## config.mk

```make
export PLATFORM = sky130hd
export DESIGN_NAME = ft245_rx_ctrl
export DESIGN_NICKNAME = d
export VERILOG_FILES = /design/src/rtl/proto245_pkg.sv /design/src/rtl/ft245_rx_ctrl.sv
export SDC_FILE = /design/constraint.sdc
export NUM_CORES = 1
export LEC_CHECK = 0
export ABC_CLOCK_PERIOD_IN_PS = 4000
export CELL_PAD_IN_SITES_DETAIL_PLACEMENT = 1
export CELL_PAD_IN_SITES_GLOBAL_PLACEMENT = 1
export CORE_ASPECT_RATIO = 0.75
export CORE_MARGIN = 2
export CORE_UTILIZATION = 35
export DETAILED_ROUTE_END_ITERATION = 12
export PLACE_DENSITY = 0.85
export SETUP_SLACK_MARGIN = 0.3
export SLEW_MARGIN = 20
export SYNTH_ARGS = -nofsm -noshare
export SYNTH_HDL_FRONTEND = slang
export SYNTH_SLANG_ARGS = --single-unit
export TNS_END_PERCENT = 1
```

## constraint.sdc

```tcl
create_clock -name wclk -period 4 [get_ports wclk]
set_clock_uncertainty 0.1 [all_clocks]
set_input_delay 0.4 -clock wclk [delete_from_list [all_inputs] [get_ports wclk]]
set_output_delay 0.4 -clock wclk [all_outputs]
set_load 0.01 [all_outputs]
```

## src/rtl/proto245_pkg.sv

```systemverilog
// ----------------------------------------------------------------------------
// proto245_pkg
// Shared types and constants for the FT245 synchronous-FIFO receive path.
//   rx_state_t : receive controller FSM encoding
//   FT_DATA_W  : width of the FTDI data bus
// ----------------------------------------------------------------------------
package proto245_pkg;

  localparam int FT_DATA_W = 8;

  typedef enum logic [2:0] {
    RX_IDLE,
    RX_REQ,
    RX_TURN,
    RX_READ,
    RX_RELEASE
  } rx_state_t;

endpackage

```

## src/rtl/ft245_rx_ctrl.sv

```systemverilog
// ----------------------------------------------------------------------------
// ft245_rx_ctrl
// FT245 synchronous-FIFO-mode receive controller in the FT clock domain.
// Pulls bytes from the FTDI chip and writes them into the write side of the
// async FIFO. It requests the shared data bus from the TX/RX arbiter and
// throttles on the FIFO fill level.
//
// Optional feature: define PROTO245_RX_STATS_EN to add rx_cnt / rx_ovf.
//
// Ports
//   wclk, wrst     FT clock (rising edge); synchronous active-high reset
//   ft_rxf_n       FTDI: 0 = RX data available
//   ft_data_i      FTDI data bus, input path
//   ft_oe_n        FTDI output enable, active-low, registered
//   ft_rd_n        FTDI read strobe, active-low, registered
//   arb_req        request for data-bus ownership
//   arb_gnt        bus granted to RX
//   fifo_wdata     byte to FIFO
//   fifo_wen       FIFO write strobe, one cycle per byte
//   fifo_wload     registered FIFO fill level (ADDR_W+1 bits)
//   fifo_wfull     FIFO full
//   fsm_state      current FSM state (rx_state_t encoding), for observation
//   rx_cnt         (stats) FIFO writes, wraps at 2^32
//   rx_ovf         (stats) sticky: a byte arrived while the FIFO was full
//
// Handshake: a byte moves from the FTDI chip at every rising edge where
// ft_rd_n==0 and ft_rxf_n==0; it appears on fifo_wdata with fifo_wen=1 during
// the following cycle. The FIFO has no ready; flow control is the fill level.
// ----------------------------------------------------------------------------
module ft245_rx_ctrl
  import proto245_pkg::*;
#(
  parameter int ADDR_W      = 10,
  parameter int WORDS_TOTAL = 2**ADDR_W,
  parameter int HEADROOM    = 3,
  parameter int MAX_BURST   = 64
) (
  input  logic                 wclk,
  input  logic                 wrst,
  input  logic                 ft_rxf_n,
  input  logic [FT_DATA_W-1:0] ft_data_i,
  output logic                 ft_oe_n,
  output logic                 ft_rd_n,
  output logic                 arb_req,
  input  logic                 arb_gnt,
  output logic [FT_DATA_W-1:0] fifo_wdata,
  output logic                 fifo_wen,
  input  logic [ADDR_W:0]      fifo_wload,
  input  logic                 fifo_wfull,
  output logic [2:0]           fsm_state
`ifdef PROTO245_RX_STATS_EN
  ,
  output logic [31:0]          rx_cnt,
  output logic                 rx_ovf
`endif
);

  localparam logic [ADDR_W:0] WORDS_V = (ADDR_W+1)'(WORDS_TOTAL);
  localparam logic [ADDR_W:0] HEAD_V  = (ADDR_W+1)'(HEADROOM);
  localparam logic [7:0]      LAST_V  = 8'(MAX_BURST - 1);

  rx_state_t            state, state_nxt;
  logic [7:0]           burst_cnt, burst_cnt_nxt;
  logic                 oe_n_nxt, rd_n_nxt, req_nxt, wen_nxt;
  logic [FT_DATA_W-1:0] wdata_nxt;
  logic [ADDR_W:0]      free;
  logic                 space_ok;
  logic                 xfer;

  // wload lags by a register and one byte sits in the capture stage, so a
  // burst only runs while more than HEADROOM words are free.
  assign free     = WORDS_V - fifo_wload;
  assign space_ok = (free > HEAD_V);

  // ft_rd_n is only low in READ; the state term keeps the decode local.
  assign xfer = (state == RX_READ) && !ft_rd_n && !ft_rxf_n;

  assign fsm_state = state;

  always_ff @(posedge wclk) begin
    if (wrst) begin
      state      <= RX_IDLE;
      burst_cnt  <= '0;
      ft_oe_n    <= 1'b1;
      ft_rd_n    <= 1'b1;
      arb_req    <= 1'b0;
      fifo_wen   <= 1'b0;
      fifo_wdata <= '0;
    end else begin
      state      <= state_nxt;
      burst_cnt  <= burst_cnt_nxt;
      ft_oe_n    <= oe_n_nxt;
      ft_rd_n    <= rd_n_nxt;
      arb_req    <= req_nxt;
      fifo_wen   <= wen_nxt;
      fifo_wdata <= wdata_nxt;
    end
  end

  always_comb begin
    state_nxt     = state;
    burst_cnt_nxt = burst_cnt;
    oe_n_nxt      = ft_oe_n;
    rd_n_nxt      = ft_rd_n;
    req_nxt       = arb_req;
    wen_nxt       = 1'b0;
    wdata_nxt     = fifo_wdata;
    case (state)
      RX_IDLE: begin
        if (!ft_rxf_n && space_ok) begin
          state_nxt = RX_REQ;
          req_nxt   = 1'b1;
        end
      end
      RX_REQ: begin
        // Losing data or space withdraws the request; a missing grant just waits.
        if (ft_rxf_n || !space_ok) begin
          state_nxt = RX_IDLE;
          req_nxt   = 1'b0;
        end else if (arb_gnt) begin
          state_nxt = RX_TURN;
          oe_n_nxt  = 1'b0;
        end
      end
      RX_TURN: begin
        if (!arb_gnt) begin
          state_nxt = RX_RELEASE;
          oe_n_nxt  = 1'b1;
        end else begin
          state_nxt = RX_READ;
          rd_n_nxt  = 1'b0;
        end
      end
      RX_READ: begin
        if (xfer) begin
          wdata_nxt     = ft_data_i;
          burst_cnt_nxt = burst_cnt + 8'd1;
`ifdef PROTO245_RX_STATS_EN
          wen_nxt       = !fifo_wfull;
`else
          wen_nxt       = 1'b1;
`endif
        end
        // The byte moved at the exit edge is kept; rd_n rises with the exit.
        if (ft_rxf_n || !space_ok || !arb_gnt ||
            (xfer && burst_cnt == LAST_V)) begin
          state_nxt = RX_RELEASE;
          rd_n_nxt  = 1'b1;
          oe_n_nxt  = 1'b1;
        end
      end
      RX_RELEASE: begin
        state_nxt     = RX_IDLE;
        req_nxt       = 1'b0;
        burst_cnt_nxt = '0;
      end
      default: begin
        state_nxt = RX_IDLE;
      end
    endcase
  end

`ifdef PROTO245_RX_STATS_EN
  always_ff @(posedge wclk) begin
    if (wrst) begin
      rx_cnt <= '0;
      rx_ovf <= 1'b0;
    end else begin
      if (fifo_wen) rx_cnt <= rx_cnt + 32'd1;
      if (xfer && fifo_wfull) rx_ovf <= 1'b1;
    end
  end
`else
  // Without the statistics block a full FIFO is never observed here.
  logic unused_wfull;
  assign unused_wfull = fifo_wfull;
`endif

endmodule

```

[Word level (Yosys, flattened, before mapping)]
Index checks and enable logic that the tools add are counted.
Cells by class
  add/sub/neg operators: 2
  order comparisons: 1
  eq/ne operators: 14
  muxes and demuxes: 18
  bitwise operators: 1
  reductions and logical operators: 23
Operators by type and width (count)
  $pmux W8 S2: 1
  $mux W3: 5
  $ne A2 B2 Y1 const B: 7
  $pmux W3 S4: 1
  $gt A11 B2 Y1 const B: 1
  $sub A11 B11 Y11 const A: 1
  $reduce_and A3 Y1: 3
  $add A8 B1 Y8 const B: 1
  $eq A8 B6 Y1 const B: 1
  $mux W8: 1
  $mux W1: 7
  $eq A3 B2 Y1 const B: 2
  $pmux W1 S3: 2
  $reduce_bool A3 Y1: 2
  $reduce_and A5 Y1: 1
  $logic_and A1 B1 Y1: 4
  $logic_not A1 Y1: 4
  $reduce_and A2 Y1: 2
  $reduce_bool A2 Y1: 2
  $eq A3 B1 Y1 const B: 1
  $eq A3 B3 Y1 const B: 1
  $logic_not A3 Y1: 1
  $logic_or A1 B1 Y1: 3
  $ne A3 B3 Y1 const B: 1
  4 further kinds: 4
Storage, ports and cells
  register bits: 23
  bits of input ports: 24
  logic and storage cells: 66

[Longest topological paths before layout]
Gate-level depths: netlist of the first run.
  depth after elaboration: 8
  mapped depth: 8
  mapped depth without buffers: 8

[Worst setup path before layout of the first run]
OpenSTA, ideal clock, no wires.
  path kind: input to register
  start point: input port fifo_wload[1]
  end point: register ft_oe_n
  library setup time: 0.062 ns
  arrival: 1.950 ns
  data required time: 3.838 ns
  slack: 1.888 ns
  cell stages on the path: 8
  buffers on the path: 0
  path through: inv_1 ha_1 or2b_1 a2111o_1 a32oi_1 nand3_2 a311o_1 nand3_1
Between the ends
  cells in the longest elaborated chain, start to end: 8
  elaborated cells between the ends (all ways): 9
  classes of those cells: 1 x add/sub; 1 x order compare; 2 x eq/ne; 5 x reduce/logical
Ends and longest elaborated chain
  from (decl): line ft245_rx_ctrl.sv:48  | input logic [ADDR_W:0] fifo_wload,
  $sub A11 B11 Y11 (*): line ft245_rx_ctrl.sv:72  | assign free = WORDS_V - fifo_wload;
  $gt A11 B2 Y1 (*): line ft245_rx_ctrl.sv:73  | assign space_ok = (free > HEAD_V);
  $logic_not A1 Y1 (*): line ft245_rx_ctrl.sv:117, ft245_rx_ctrl.sv:145
  $logic_or A1 B1 Y1 (*): line ft245_rx_ctrl.sv:117, ft245_rx_ctrl.sv:145
  $logic_or A1 B1 Y1 (2 in series): line ft245_rx_ctrl.sv:145  | if (ft_rxf_n || !space_ok || !arb_gnt ||
  $ne A2 B1 Y1 (no line)
  $reduce_and A5 Y1 (no line) (*)
  to (signal assigned): line ft245_rx_ctrl.sv:92  | ft_oe_n <= oe_n_nxt;
  to (decl): line ft245_rx_ctrl.sv:42  | output logic ft_oe_n,
Mark *: on every way between the ends. The rest lies on a longest branch, timed or not.
A chain may end at the register's enable or synchronous reset.

[Worst setup path in the final report of the first run]
  start point: register state[1] (netlist: fsm_state[1])
  end point: register state[2] (netlist: fsm_state[2])
Between the ends
  cells in the longest elaborated chain, start to end: 7
  elaborated cells between the ends (all ways): 13
  classes of those cells: 6 x eq/ne; 1 x mux; 6 x reduce/logical
Ends and longest elaborated chain
  from (decl): line ft245_rx_ctrl.sv:62  | rx_state_t state, state_nxt;
  from (signal assigned): line ft245_rx_ctrl.sv:90  | state <= state_nxt;
  $eq A3 B2 Y1: line ft245_rx_ctrl.sv:76, ft245_rx_ctrl.sv:108
  $logic_and A1 B1 Y1 (2 in series): line ft245_rx_ctrl.sv:76  | assign xfer = (state == RX_READ) && !ft_rd_n && !ft_rxf_n;
  $logic_and A1 B1 Y1: line ft245_rx_ctrl.sv:146  | (xfer && burst_cnt == LAST_V)) begin
  $logic_or A1 B1 Y1: line ft245_rx_ctrl.sv:145
  $ne A2 B1 Y1 (no line)
  $reduce_and A3 Y1 (no line)
Several ways; a longest one is shown, not always the timed one.

==> results of run 1 <==
stage by stage:
stage / instance area, sq um / worst slack, ps
after floorplan: 1200 / 1890
after global routing: 1640 / 1100
after global placement: 1600 / 1270
final: 1640 / 1360
after CTS: 1640 / 1360
after detailed placement: 1600 / 1190
registers in the layout, indices dropped and copies added (netlist names):
signal      flops
fifo_wen        1
arb_req         1
burst_cnt       8
fifo_wdata      8
ft_oe_n         1
fsm_state       3
ft_rd_n         1
cells by family (layout without fill, tap and decap cells):
family / Yosys count / count (layout) / synth area share [%]
XOR/XNOR: 5 / 5 / 3.65
AO/OA/AOI/OAI: 40 / 40 / 22.3
adder cells (fa/ha/maj): 3 / 3 / 3.13
flip-flops: 23 / 23 / 38.4
AND/OR/NAND/NOR: 67 / 67 / 28.3
buffers and inverters: 13 / 49 / 4.17
layer usage:
metal | vias up | wire [um] | track usage [%]
met5 | - | 0 | 0
li1 | 620 | - | -
met1 | 593 | 1610 | 23.5
met3 | 5 | 74 | 4.60
met2 | 16 | 1640 | 32.3
met4 | 0 | 55 | 8.49
area by class of cell:
type                       count  area share (%)
timing repair buffer          37            22.5
clock buffer                   4            2.74
tap                           40            3.04
sequential                    23            28.0
inverter                       8            1.83
multi-input combinational    115            41.9
worst max-delay path by stage:
stage	startpoint	endpoint
2_1_floorplan	fifo_wload[1]	ft_oe_n$_SDFFE_PP1P_
3_3_place_gp	fifo_wload[0]	ft_oe_n$_SDFFE_PP1P_
3_5_place_dp	fifo_wload[0]	ft_oe_n$_SDFFE_PP1P_
4_1_cts	fsm_state[1]$_SDFFE_PP0P_	fsm_state[2]$_SDFFE_PP0P_
5_1_grt	fsm_state[1]$_SDFFE_PP0P_	fsm_state[2]$_SDFFE_PP0P_
6_report	fsm_state[1]$_SDFFE_PP0P_	fsm_state[2]$_SDFFE_PP0P_
critical path, delay by kind of cell (launching register included):
kind	cells	cell delay [ps]
AOI/OAI and AO/OA	2	780
buffers and inverters	1	180
DFF	1	470
and+or+nand+nor	3	1020
Yosys cell counts (2+ instances only):
| cell type | number | share of area [%] |
|---|---|---|
| a211oi_1 | 2 | 1.3 |
| a32oi_1 | 2 | 1.5 |
| nor2_1 | 10 | 3.1 |
| nor3_1 | 2 | 0.84 |
| dfxtp_1 | 23 | 38 |
| inv_1 | 8 | 2.5 |
| and3_1 | 3 | 1.6 |
| nand4_1 | 5 | 2.6 |
| nor2b_1 | 2 | 1.0 |
| nand4b_1 | 3 | 2.2 |
| clkbuf_1 | 4 | 1.3 |
| a31oi_1 | 3 | 1.6 |
| o211ai_1 | 4 | 2.5 |
| o21ai_0 | 5 | 2.1 |
| nand2_1 | 28 | 8.8 |
| nand3_1 | 3 | 1.3 |
| xor2_1 | 4 | 2.9 |
| or3_1 | 2 | 1.0 |
| ha_1 | 3 | 3.1 |
| a21o_1 | 2 | 1.3 |
| a21oi_1 | 14 | 5.8 |
| nor4_1 | 3 | 1.6 |
where the power goes:
part,switching (uW),internal (uW)
Combinational,30.2,37.1
Sequential,5.57,232
Clock,71.6,71.1
==> results.md, run 1 <==
- Seq/Total Area, Yosys: about 38%
- Maximum clock path buffer count: 2
- Highest-delay cell along the critical path: o41ai_1
- Most frequent cells in the layout: clkdlybuf4s50_1, nand2_1, dfxtp_1
- Most used flip-flop cell after synthesis: dfxtp_1
- Port-buffer cells: 37
- Worst-Margin Slew: about 600 ps
- Gr usage total: 19.0%
- DR vias: ~1.2k
- Top Ports: 39
- Die Y: between 50 and 60 um
- Sequence of cells on the critical path: nor2b_1 > nand4_1 > o41ai_1 > inv_1 > and3_1 > a211oi_2
- Global route overflow: 0
- Final Cycle Share: about two thirds
- Total Wirelength: between 3 and 4 mm
- Row count: 18
- Register bit total from synthesis: 23
- RR Endpoint: fsm_state[2]$_SDFFE_PP0P_
- End of the worst hold path: fifo_wdata[4]$_SDFFE_PP0P_
- Initial Util: between 30% and 40%
- Min-Delay Path Class: register to register
- Commonest non-fill, non-tap cell in the layout: clkdlybuf4s50_1
- Total Power: 448 uW
- Postcts setup bufs: 0
- Max Cap Viol: 0
- Post-DP HPWL: 2.63 mm
- Routability-driven placement congestion ratio: approximately 0.87
- Max VDD drop: ~0.13 mV
- FMAX: roughly 380 MHz
- Hold depth: 2
- Run status: finished clean
- Final setup TNS: 0 ps
- # DRC: 0
- Min-delay src: fifo_wdata[4]$_SDFFE_PP0P_
- Setup violators final: 0
- Final nets: around 220
- Die Area: around 0.0039 sq mm
- DP Cell Count: roughly 220
- Final core occ: about half
- Synthesized netlist cell count: 151
- Average cell area after synthesis: 7.94 sq um
- Final slew viol count: 0
- Antenna viol nets, final: 0
- Worst setup EP type: register
- Largest net degree at the start of global routing: 16
- Clk Latency, worst-skew pair: approximately 260 ps
- Initial antenna violation count: 0
- Multi-input logic area: 688 sq um
- R2r worst-path depth: 6
- Cts hold-fix bufs: 0
- Pwr per Cell Area: between 200 and 300 mW/mm^2
- Hold Vio Cnt, Final: 0
- Sink Count: 23
- Clk slew on worst S/H paths: approximately 80 ps
- Worst-path maximum fanout: 8
- Post_cts resized: 0
- DR iter-0 viols: 17
- Setup CP Type: register to register
- Vias in the first global route: around 1.2k
- CP Launch Type: register
- Post-synth EDFFs: 0
- RSZ-0062 raised after global routing: no
- Worst R2R Setup Slack: between 1000 and 1500 ps
- Fin Hold WS: 361 ps
- First-pass GRT wire length: 5.64 mm
- Leak Pwr: about 0.00058 uW
- Area delta synth->final: 37.2%
- Fill count: around 400
- Vias per Instance: approximately 5.4
- Mapped cell area: roughly 0.0012 sq mm
- Root Buffer: clkbuf_8
- Max-slew headroom: about three fifths
- CTS tree: done
- Tmin final: ~2600 ps
- Async set-reset flop share out of synthesis: 0%
- Share of post-route cells with drive strength above 1: slightly below 5%
- Post-synthesis net count: between 150 and 200
- CORE AREA: roughly 0.0033 sq mm
- FF/Latch Area: approximately 460 sq um
- Post-route insts no fill: about 230
- CTS H-tree lvls: 1
- Largest stage delay on the critical path: around 580 ps
- Reg2reg start: fsm_state[1]$_SDFFE_PP0P_
- First-pass DRT Iterations: 4
- Arr. time, crit path: roughly 2700 ps
- CTS buffer count: 3
- Worst endpoint required time: between 4000 and 5000 ps
- Drt wl/cell: 14.9 um
- Chip Width: about 72 um
- Yosys warnings: 0
- Unique masters post-synth: 38
- ANT cells: 0
Power figures use the tool's default switching activity.
==> inputs of run 2 (changes only) <==
--- a/config.mk
+++ b/config.mk
@@ -5,14 +5,14 @@
 export SDC_FILE = /design/constraint.sdc
 export NUM_CORES = 1
 export LEC_CHECK = 0
-export ABC_CLOCK_PERIOD_IN_PS = 4000
+export ABC_CLOCK_PERIOD_IN_PS = 2550
 export CELL_PAD_IN_SITES_DETAIL_PLACEMENT = 1
 export CELL_PAD_IN_SITES_GLOBAL_PLACEMENT = 1
 export CORE_ASPECT_RATIO = 0.75
 export CORE_MARGIN = 2
-export CORE_UTILIZATION = 35
+export CORE_UTILIZATION = 32
 export DETAILED_ROUTE_END_ITERATION = 12
-export PLACE_DENSITY = 0.85
+export PLACE_DENSITY = 0.79
 export SETUP_SLACK_MARGIN = 0.3
 export SLEW_MARGIN = 20
 export SYNTH_ARGS = -nofsm -noshare
==> constraint.sdc (replaced) <==
create_clock -name wclk -period 2.55 [get_ports wclk]
set_clock_uncertainty 0.1 [all_clocks]
set_input_delay 0.255 -clock wclk [delete_from_list [all_inputs] [get_ports wclk]]
set_output_delay 0.255 -clock wclk [all_outputs]
set_load 0.01 [all_outputs]
==> run 2 against run 1 <==
Compared with the run above:
- first-iteration DRC count is 59% higher
- worst setup slack worse by 1100 ps
- routed wire length is 19% higher
- critical endpoint is now fsm_state[0]$_SDFFE_PP0P_
- combinational power is 84% higher
- critical path type is now input port to register
- non-clock buffer count is 18 higher
- sequential power is 57% higher
- via count is 8.2% higher
- cell count is 13% higher
==> results.md, run 2 (synthesized netlist as in run 1, its figures left out) <==
- Run status: finished clean (unchanged)
- CTS H-tree lvls: 1 (unchanged)
- Vias per Instance: 5.19 (was 5.44)
- First-pass DRT Iterations: 4 (unchanged)
- Drt wl/cell: 15.6 um (was 14.9 um)
- Maximum clock path buffer count: 2 (unchanged)
- FF/Latch Area: 462 sq um (was 460 sq um)
- Largest net degree at the start of global routing: 16 (unchanged)
- Final nets: 233 (was 215)
- Sink Count: 23 (unchanged)
- Tmin final: around 2200 ps
- Clk pwr share: 32.1% (was 31.9%)
- Cts hold-fix bufs: 0 (unchanged)
- Routability-driven placement congestion ratio: 0.824 (was 0.870)
- Setup CP Type: input port to register (was register to register)
- CTS buffer count: 3 (unchanged)
- Root Buffer: clkbuf_8 (unchanged)
- Max Cap Viol: 0 (unchanged)
- RSZ-0062 raised after global routing: yes (was no)
- Chip Width: 74.7 um (was 71.6 um)
- Switching Share: 25.8% (was 24.0%)
- Pwr per Cell Area: 398 mW/mm^2 (was 272 mW/mm^2)
- CP Launch Type: input port (was register)
- Hold Vio Cnt, Final: 0 (unchanged)
- DR iter-0 viols: 27 (was 17)
- Worst setup EP type: register (unchanged)
- Final Cycle Share: 88.1%
- Most frequent cells in the layout: clkdlybuf4s50_1, nand2_1, dfxtp_1 (unchanged)
- Worst R2R Setup Slack: 490 ps (was 1360 ps)
- Leak Pwr: 0.000674 uW (was 0.000581 uW)
- Share of post-route cells with drive strength above 1: 16.6% (was 4.81%)
- FMAX: about 450 MHz
- Fin worst setup slack: 303 ps (was 1360 ps)
- Max-slew headroom: 61.3% (was 60.7%)
- Multi-input logic area: 724 sq um (was 688 sq um)
- Max VDD drop: 0.195 mV (was 0.133 mV)
- Vias in the first global route: 1,409 (was 1,218)
- DR vias: 1,335 (was 1,234)
- Arr. time, crit path: 2290 ps (was 2720 ps)
- Global route overflow: 0 (unchanged)
- Highest-delay cell along the critical path: clkdlybuf4s50_1 (was o41ai_1)
- Commonest non-fill, non-tap cell in the layout: clkdlybuf4s50_1 (unchanged)
- Int Power: 543 uW (was 340 uW)
- Setup violators final: 0 (unchanged)
- CORE AREA: 0.00361 sq mm (was 0.00329 sq mm)
- Total Wirelength: 4.01 mm (was 3.38 mm)
- Gr usage total: 20.7% (was 19.0%)
- Largest stage delay on the critical path: 490 ps (was 580 ps)
- Top Ports: 39 (unchanged)
- Antenna viol nets, final: 0 (unchanged)
- Final core occ: 50.9% (was 50.0%)
- Initial Util: 33.2% (was 36.5%)
- Fill count: 451 (was 395)
- Port-buffer cells: 37 (unchanged)
- Worst endpoint required time: 2600 ps (was 4090 ps)
- Post-DP HPWL: 3.07 mm (was 2.63 mm)
- Row count: 19 (was 18)
- Final slew viol count: 0 (unchanged)
- Clk Latency, worst-skew pair: 270 ps (was 260 ps)
- Die Area: 0.00426 sq mm (was 0.00391 sq mm)
- Pre-CTS setup slack: -52.1 ps (was 1190 ps)
- Worst-path maximum fanout: 7 (was 8)
- Clk slew on worst S/H paths: 80 ps (about the same)
- # DRC: 0 (unchanged)
- Die Y: 57.0 um (was 54.7 um)
- Area delta synth->final: 53.3% (was 37.2%)
- P_sw: 189 uW (was 107 uW)
- Initial antenna violation count: 0 (unchanged)
- ANT cells: 0 (unchanged)
- Min-Delay Path Class: register to register (unchanged)
- First-pass GRT wire length: 6.74 mm (was 5.64 mm)
- CTS tree: done (unchanged)
- Sequence of cells on the critical path: clkdlybuf4s50_1 > or3_4 > a2111o_1 > a32oi_2 > nand3_4 > buf_6 > a32oi_1 > a21oi_1 (was nor2b_1 > nand4_1 > o41ai_1 > inv_1 > and3_1 > a211oi_2)
- Sequential power share: 51.0% (was 53.1%)
- Combinational share of power: 17.0% (was 15.0%)
- Worst-Margin Slew: 579 ps (was 587 ps)
[run 2: cell types whose count changed in the layout (fill, tap and decap cells not counted), moves of 2 or more]
cell | before | now
buf_4 | 0 | 16
buf_6 | 0 | 2
clkdlybuf4s50_1 | 37 | 35
dlygate4sd2_1 | 0 | 2
[run 2: worst paths after layout]
check / from / end / cells after the start
setup reg to reg: fsm_state[1]$_SDFFE_PP0P_ / burst_cnt[7]$_SDFFE_PP0P_ / 7
hold reg to reg: fifo_wdata[6]$_SDFFE_PP0P_ / fifo_wdata[6]$_SDFFE_PP0P_ / 2
setup / recovery: fifo_wload[5] / fsm_state[0]$_SDFFE_PP0P_ / 8
hold / removal: fifo_wdata[6]$_SDFFE_PP0P_ / fifo_wdata[6]$_SDFFE_PP0P_ / 2
[run 2: layout make-up]
cell class	instances	area share, %
repair buffers	55	27.8
inverters	8	1.63
clock buffers	3	2.25
well taps	52	3.54
multi-input cells	115	39.4
clock inverters	1	0.272
flip-flops and latches	23	25.1
[run 2: repair_timing]
item	4_1_cts	5_1_grt
pin swaps	6	3
gates resized for setup	6	6
endpoints found under the hold margin	0	0
endpoints found under the setup margin	4	7
setup buffers	5	0
[run 2: power by group through the flow]
| stage | logic, uW | clock network [uW] | registers [uW] |
|---|---|---|---|
| global route | 135 | 261 | 374 |
| CTS | 121 | 236 | 373 |
| global placement | 111 | 0 | 381 |
| detailed placement | 117 | 0 | 381 |
| floorplan | 43.6 | 0 | 379 |
| finish | 124 | 235 | 373 |
[run 2: worst max-delay path, delay by kind of cell]
family,cells,cell delay [ps]
buf+inv,2,640
compound gates,4,820
simple gates,2,580
[run 2: metal layers]
layer / GRT usage (%) / part of all wire, % / vias up
met1: 24.4 / 42 / 653
met5: 0 / 0 / -
li1: - / - / 657
met2: 36.7 / 53 / 16
met3: 4.24 / 2.1 / 9
met4: 7.65 / 2.2 / 0
[run 2: metrics by stage]
stage / hold WS (ps) / TNS [ps] / power, uW / cell area, sq um / instances
CTS: 371 / 0 / 730 / 1810 / 257
floorplan: 255 / 0 / 423 / 1200 / 151
finish: 366 / 0 / 732 / 1840 / 257
global route: 403 / 0 / 770 / 1840 / 257
detailed placement: 359 / -153 / 498 / 1710 / 248
global placement: 342 / 0 / 491 / 1710 / 248
